`src/rtl/counter_pkg.sv`:
```
`default_nettype none
// +----------------------------------------------------------------------+
// | counter_pkg: shared types for the counter command scheduler          |
// | Revision: 1.0                                                        |
// +----------------------------------------------------------------------+
package counter_pkg;

    localparam int DW = 8;

    typedef enum logic [1:0] {
        OP_LOAD = 2'b00,
        OP_INC  = 2'b01,
        OP_DEC  = 2'b10,
        OP_CLR  = 2'b11
    } op_e;

    typedef enum logic [1:0] {
        IDLE = 2'b00,
        RUN  = 2'b01,
        DONE = 2'b10
    } state_e;

endpackage : counter_pkg
`default_nettype wire

```
`src/rtl/rr_arbiter.sv`:
```
`default_nettype none
// +----------------------------------------------------------------------+
// | rr_arbiter: combinational round-robin pick starting at ptr           |
// | Revision: 1.0                                                        |
// +----------------------------------------------------------------------+
module rr_arbiter #(
    parameter int N = 2
) (
    input  logic [N-1:0]         req,
    input  logic [$clog2(N)-1:0] ptr,
    output logic [N-1:0]         grant,
    output logic [$clog2(N)-1:0] grant_idx,
    output logic                 any_grant
);

    localparam int IW = $clog2(N);

    logic [IW:0] pos;

    // Walk offsets from farthest to nearest so the requester closest to ptr wins.
    always_comb begin
        grant     = '0;
        grant_idx = '0;
        any_grant = 1'b0;
        pos       = '0;
        for (int i = N - 1; i >= 0; i--) begin
            pos = {1'b0, ptr} + (IW + 1)'(i);
            if (pos >= (IW + 1)'(N)) begin
                pos = pos - (IW + 1)'(N);
            end
            if (req[pos[IW-1:0]]) begin
                grant                = '0;
                grant[pos[IW-1:0]]   = 1'b1;
                grant_idx            = pos[IW-1:0];
                any_grant            = 1'b1;
            end
        end
    end

endmodule : rr_arbiter
`default_nettype wire

```
`src/rtl/counter_cmd_sched.sv`:
```
`default_nettype none
// +----------------------------------------------------------------------+
// | counter_cmd_sched: round-robin command scheduler for a shared counter|
// | Revision: 1.0                                                        |
// +----------------------------------------------------------------------+
module counter_cmd_sched
    import counter_pkg::*;
#(
    parameter int NREQ = 2,
    parameter int RW   = 4
) (
    input  logic                     clk,
    input  logic                     rst,
    input  logic [NREQ-1:0]          req_valid,
    output logic [NREQ-1:0]          req_ready,
    input  logic [2*NREQ-1:0]        req_op,
    input  logic [DW*NREQ-1:0]       req_data,
    input  logic [RW*NREQ-1:0]       req_rpt,
    input  logic [DW-1:0]            cnt_q,
    output logic [1:0]               cnt_c,
    output logic [DW-1:0]            cnt_din,
    output logic                     busy,
    output logic                     done,
    output logic [$clog2(NREQ)-1:0]  done_id,
    output logic [DW-1:0]            result
);

    localparam int IDW = $clog2(NREQ);

    state_e           state;
    state_e           state_nxt;
    op_e              op_q;
    logic [DW-1:0]    data_q;
    logic [RW-1:0]    rpt_cnt;
    logic [IDW-1:0]   id_q;
    logic [IDW-1:0]   rr_ptr;

    logic [NREQ-1:0]  grant;
    logic [IDW-1:0]   grant_idx;
    logic             any_grant;

    logic [1:0]       op_arr   [NREQ];
    logic [DW-1:0]    data_arr [NREQ];
    logic [RW-1:0]    rpt_arr  [NREQ];

    for (genvar g = 0; g < NREQ; g++) begin : g_unpack
        assign op_arr[g]   = req_op[2*g +: 2];
        assign data_arr[g] = req_data[DW*g +: DW];
        assign rpt_arr[g]  = req_rpt[RW*g +: RW];
    end

    rr_arbiter #(
        .N (NREQ)
    ) u_arb (
        .req       (req_valid),
        .ptr       (rr_ptr),
        .grant     (grant),
        .grant_idx (grant_idx),
        .any_grant (any_grant)
    );

    // Outside RUN the counter is held by reloading its own output.
    always_comb begin
        state_nxt = state;
        req_ready = '0;
        cnt_c     = OP_LOAD;
        cnt_din   = cnt_q;
        busy      = (state != IDLE);
        done      = 1'b0;
        done_id   = '0;
        if (!rst) begin
            case (state)
                IDLE: begin
                    if (any_grant) begin
                        req_ready = grant;
                        state_nxt = RUN;
                    end
                end
                RUN: begin
                    cnt_c   = op_q;
                    cnt_din = data_q;
                    if (rpt_cnt == '0) begin
                        state_nxt = DONE;
                    end
                end
                DONE: begin
                    done      = 1'b1;
                    done_id   = id_q;
                    state_nxt = IDLE;
                end
                default: state_nxt = IDLE;
            endcase
        end
    end

    always_ff @(posedge clk) begin
        if (rst) begin
            state   <= IDLE;
            rr_ptr  <= '0;
            result  <= '0;
            id_q    <= '0;
            op_q    <= OP_LOAD;
            data_q  <= '0;
            rpt_cnt <= '0;
        end else begin
            state <= state_nxt;
            case (state)
                IDLE: begin
                    if (any_grant) begin
                        op_q    <= op_e'(op_arr[grant_idx]);
                        data_q  <= data_arr[grant_idx];
                        rpt_cnt <= rpt_arr[grant_idx];
                        id_q    <= grant_idx;
                        rr_ptr  <= (grant_idx == IDW'(NREQ - 1)) ? '0 : grant_idx + 1'b1;
                    end
                end
                RUN:     rpt_cnt <= rpt_cnt - 1'b1;
                DONE:    result  <= cnt_q;
                default: ;
            endcase
        end
    end

endmodule : counter_cmd_sched
`default_nettype wire
```
`config.mk`:
```
export PLATFORM = sky130hd
export DESIGN_NAME = counter_cmd_sched
export DESIGN_NICKNAME = d
export VERILOG_FILES = /design/src/rtl/counter_pkg.sv /design/src/rtl/rr_arbiter.sv /design/src/rtl/counter_cmd_sched.sv
export SDC_FILE = /design/constraint.sdc
export NUM_CORES = 1
export LEC_CHECK = 0
export CAP_MARGIN = 10
export CORE_ASPECT_RATIO = 0.75
export CORE_MARGIN = 5
export CORE_UTILIZATION = 37
export DETAILED_ROUTE_END_ITERATION = 8
export PLACE_DENSITY = 0.75
export RECOVER_POWER = 100
export SYNTH_ARGS = -nofsm -noshare
export SYNTH_HDL_FRONTEND = slang
export SYNTH_SLANG_ARGS = --single-unit
```
`constraint.sdc`:
```
create_clock -name clk -period 1.55 [get_ports clk]
set_clock_uncertainty 0.1 [all_clocks]
set_input_delay 0.2325 -clock clk [delete_from_list [all_inputs] [get_ports clk]]
set_output_delay 0.2325 -clock clk [all_outputs]
set_load 0.02 [all_outputs]
```
# Word-level counts from Yosys, hierarchy flattened
# Index checks and enable logic that the tools add are counted.
[word_totals]
input_bits = 40
register_bits = 26
output_inout_bits = 23
[classes]
n_reduce_logical = 9
n_bitwise = 1
addsub = 5
eq_ne = 4
n_mux = 42
magnitude_cmp = 7
[op_table]
columns = ["op", "count"]
rows = [
  ["$mux 8", 5],
  ["$mux 2", 12],
  ["$mux 1", 17],
  ["$mux 4", 4],
  ["$pmux 4 s2", 1],
  ["$reduce_and 2->1", 3],
  ["$ge 2x2->1 const B", 2],
  ["$logic_not 4->1", 1],
  ["$lt 1x2->1 const B", 2],
  ["$ne 2x2->1 const B", 2],
  ["$pmux 2 s2", 1],
  ["$reduce_bool 2->1", 2],
  ["$sub 4x1->4 const B", 1],
  ["$add 1x1->2 const B", 1],
  ["$demux 1 s1", 2],
  ["$eq 2x1->1 const B", 1],
  ["$eq 2x2->1 const B", 1],
  ["$ge 1x1->1 const B", 2],
  ["$ge 1x2->1 const B", 1],
  ["$logic_and 1x1->1", 2],
  ["$logic_not 2->1", 1],
  ["$not 1->2", 1],
  ["$sub 1x1->1 const B", 2],
  ["$add 1x1->1 const B", 1],
]

# Longest topological paths before layout
[logic_depth]
depth_word = 13
mapped_depth = 6
ltp_nobuf = 6

# Hierarchy
# A second synthesis with hierarchy kept.
[hier_totals]
cells_unflattened = 153
area_unflattened_um2 = 1355.0
[modules_own_cells]
columns = ["mod", "instances", "area_per_inst_um2", "cells_per_inst"]
rows = [
  ["counter_cmd_sched", 1, 1322.5, 148],
  ["rr_arbiter", 1, 32.5, 5],
]

# Worst setup path before layout
# Ideal clock, no wire load.
[synth_path]
path_kind = "register to output"
from = "register state[1]"
to = "output cnt_din[0]"
stages_incl_launch_ff = 5
path_buffers = 1
slack_ns = -0.008
arrival_ns = 1.225
path_cell_list = "dfxtp_1 -> nand2b_1 -> buf_2 -> nor2_4 -> mux2_2"
[synth_via]
elab_chain_len = 3
[synth_lines]
columns = ["element", "line_no", "text"]
rows = [
  ["start: declaration", "counter_cmd_sched.sv:30", "state_e state;"],
  ["start signal: assignment", "counter_cmd_sched.sv:106", "state <= state_nxt;"],
  ["$eq 2x1->1", "counter_cmd_sched.sv:72", "case (state)"],
  ["$mux 8", "counter_cmd_sched.sv:72", ""],
  ["$mux 8", "counter_cmd_sched.sv:71", "if (!rst) begin"],
  ["end: declaration", "counter_cmd_sched.sv:21", "output logic [DW-1:0] cnt_din,"],
]
# Every way passes these cells.

# Worst setup path after layout
[layout_path]
from = "register state[1]"
to = "output req_ready[0]"
[layout_via]
elab_chain_len = 3
[layout_lines]
columns = ["element", "line_no", "text"]
rows = [
  ["$logic_not 2->1", "counter_cmd_sched.sv:72", ""],
  ["$mux 2", "counter_cmd_sched.sv:72", ""],
  ["$mux 2", "counter_cmd_sched.sv:71", ""],
  ["end: declaration", "counter_cmd_sched.sv:15", "output logic [NREQ-1:0] req_ready,"],
]
# Every way passes these cells.

==> results.md <==
* Data arrival, critical path at 1460 ps
* Vias in the first global route at 1319
* FF/Latch Area at 522 µm²
* CTS root buffer: clkbuf_8
* Worst setup SP type: register
* Gate Count Post-Synth at 160
* GRT overflow at 0
* Layout cells sized above 1 at 0.349
* Cell family with most CP delay: buffers and inverters
* Input/output buffers at 62
* Layout area overhead at 74.6%
* Min-Delay Startpoint: result[6]$_SDFFE_PP0N_
* Peak Freq at 0.558 GHz
* Post-Syn Area at 1390 µm²
* Yosys top cell by area: dfxtp_1
* Yosys warns at 0
* Fillcell total at 291
* Hold WC Path Type: reg2reg
* Fin nets at 291
* Maximum VDD drop at 0.000854 V
* Routing usage on met3 at 0.0399
* Leakage at 1.06 nW
* First-pass GRT wire length at 6250 µm
* DRT iter0 DRCs at 58
* Worst endpoint required time at 1220 ps
* Largest net degree at the start of global routing at 16
* Clk_lat worst skew at 270 ps
* Top Usage Layer GRT: met2
* Most frequent CP cell: buf_4
* WS Path Type: reg2out
* Max FO, Critical Path at 6
* Total wire length at 4210 µm
* Power density over the cells at 1170 nW/µm²
* Global-route usage over all layers at 0.157
* Setup ws final at -243 ps
* Register area share after synthesis at 0.374
* Final Hold Viols at 0
* CP Buf/Inv Count at 2
* Max-cap violations at 0
* CTS tree: yes
* CTS clk-pin slew, worst paths at 90 ps
* Multi-input gate area at 855 µm²
* Min Tclk post-route at 1790 ps
* Worst R2R End: data_q[5]$_SDFFE_PP0P_
* Die Area at 5100 µm²
* Initial core utilization at 0.382
* Worst hold endpoint: result[6]$_SDFFE_PP0N_
* Synth top area cells: dfxtp_1 37%, nand2_1 9.7%, a311oi_2 8.6%
* Final-report setup violation count at 28
* Die Width at 80.8 µm
* Crit path cell chain: buf_4 -> or2_4 -> a2111oi_4 -> buf_4
* Outcome: finished with violations
* Placed Cells at 290
* Failing checks: negative setup slack
* CTS sink count at 26
* N_diodes at 0
* Max stage delay on crit path at 330 ps
* CTS Buf Count at 3
* CP endpoint kind: output port
* Io pins at 63
* Top cell type's share of synthesized area at 0.374
* Maximum clock path buffer count at 2
* Detailed Place HPWL at 3120 µm
* CP max stage cell: dfxtp_2
* Hold depth at 2
* Row cnt at 19
* Routed Antenna Nets at 0
* Worst r2r path cells at 8
* RSZ-0062 raised after global routing: true
* Average wire per standard cell at 14.0 µm
* Avg Inst Size Synth at 8.69 µm²
* DR pass1 iterations at 4
* Mapped Nets at 201
* Part of the cycle the worst path needs at 1.16
* DRC viols at 0
* Synth Register Bits at 26
* Final non-filler cell total at 301
* Final Max Slew Viols at 0
* Final RePlAce weighted congestion at 0.807
* Yosys cell types at 37
* Slew at the pin with the worst max-slew slack at 273 ps
* Core Area at 3640 µm²
* Worst slew margin at 0.818
* Final core occ at 0.667
* Routed vias at 1453
* CTS H-Tree Depth at 1
* FF-to-FF Start: state[1]$_SDFFE_PP0P_
* Post-CTS Hold Fix Bufs at 0
* GR Util met1 at 0.210
* Die Y at 63.1 µm
* Hold slack final at 356 ps
* GR met2 Demand/Resource at 0.256
* FF-to-FF setup slack at -210 ps
* Vias per Instance at 4.83
* Initial antenna violation count at 0
-- stage by stage --
step / setup WS [ps] / area [µm²] / setup TNS (ps) / power [mW]
6_report: -243 / 2430 / -4190 / 2.85
5_1_grt: -307 / 2430 / -6070 / 3.00
4_1_cts: -254 / 2240 / -2840 / 2.61
3_5_place_dp: -677 / 2220 / -13170 / 2.08
3_3_place_gp: -649 / 2220 / -12940 / 2.05
2_1_floorplan: -7.68 / 1390 / -61.5 / 1.58
-- metal layers --
metal	part of all wire	up-vias	wire, µm
li1	-	736	-
met1	0.42	657	1760
met2	0.49	54	2070
met3	0.078	6	330
met4	0.012	0	50
met5	0	-	0
-- state kept, by name, summed over array words and instances, names as in the netlist --
name / cells
data_q: 8
result: 8
rpt_cnt: 4
op_q: 2
state: 2
id_q: 1
rr_ptr: 1
-- worst max path at each step --
stage	start	slack (ps)	endpoint	cells after the start
after detailed placement	rst	-680	cnt_din[5]	5
after global placement	rst	-650	cnt_din[4]	5
after floorplan	state[1]$_SDFFE_PP0P_	-8	cnt_din[0]	4
after global routing	state[1]$_SDFFE_PP0P_	-310	req_ready[0]	4
final	state[1]$_SDFFE_PP0P_	-240	req_ready[0]	4
after CTS	state[1]$_SDFFE_PP0P_	-250	req_ready[0]	4
-- what timing repair did --
item,in CTS,in global routing
pin swaps,2,9
setup endpoints to repair,32,28
gates resized for setup,79,48
buffers inserted,0,7
-- synth_stat cells --
| library cell | instances |
|---|---|
| nand2_1 | 36 |
| dfxtp_1 | 26 |
| nor2_1 | 15 |
| a21oi_1 | 11 |
| a311oi_2 | 8 |
| mux2_2 | 8 |
| inv_1 | 4 |
| nor3_1 | 4 |
| o21ai_0 | 4 |
| a221o_1 | 3 |
| and2_1 | 3 |
| and3_1 | 3 |
| buf_2 | 3 |
| a21boi_0 | 2 |
| a21o_1 | 2 |
| buf_4 | 2 |
| buf_6 | 2 |
| clkbuf_1 | 2 |
| nand2b_1 | 2 |
| nor2_4 | 2 |
| or2_4 | 2 |
| a2111oi_4 | 1 |
| a21oi_2 | 1 |
| a22o_1 | 1 |
| a32o_1 | 1 |
| buf_1 | 1 |
| ha_1 | 1 |
| inv_2 | 1 |
| mux2i_1 | 1 |
| nand2_2 | 1 |
| nand2b_2 | 1 |
| nand3b_1 | 1 |
| nand4_1 | 1 |
| nor2b_1 | 1 |
| nor3_2 | 1 |
| o221ai_1 | 1 |
| xnor2_1 | 1 |
-- kinds of logic (layout without fill, tap and decap cells) --
family          Yosys count  count (layout)  share of synthesized area
simple gates             73              73                      0.249
compound gates           35              35                      0.230
flops                    26              26                      0.374
buf+inv                  15             104                     0.0594
mux                       9               9                     0.0720
fa+ha+maj                 1               1                    0.00900
xor+xnor                  1               1                    0.00630
-- area by class of cell --
cell class	instances	share of cell area
clock buffers	3	0.0170
clock inverters	1	0.0124
inverters	5	0.00773
multi-input cells	119	0.352
flip-flops and latches	26	0.215
well taps	52	0.0268
repair buffers	95	0.369
-- power breakdown --
| part | internal, mW | switching [mW] | total, mW |
|---|---|---|---|
| clock network | 0.346 | 0.216 | 0.562 |
| logic | 0.759 | 0.646 | 1.40 |
| registers | 0.796 | 0.0834 | 0.879 |
| total | 1.90 | 0.946 | 2.85 |
-- cells in the final DEF (no fill, tap or decap), drive strengths merged, types with 2 or more instances in the layout --
| master | count |
|---|---|
| a21o | 2 |
| clkdlybuf4s50 | 37 |
| buf | 47 |
| nor3 | 5 |
| a21boi | 2 |
| dfxtp | 26 |
| o21ai | 4 |
| mux2 | 8 |
| dlygate4sd2 | 10 |
| nand2b | 3 |
| a221o | 3 |
| or2 | 2 |
| and3 | 3 |
| nor2 | 17 |
| and2 | 3 |
| a21oi | 12 |
| clkbuf | 4 |
| a311oi | 8 |
| inv | 5 |
| nand2 | 37 |
-- worst min-delay path, delay by kind of cell (launching register included) --
kind,cells,cell delay [ps]
flops,1,320
compound gates,1,50
simple gates,1,50
Power figures use the tool's default switching activity.
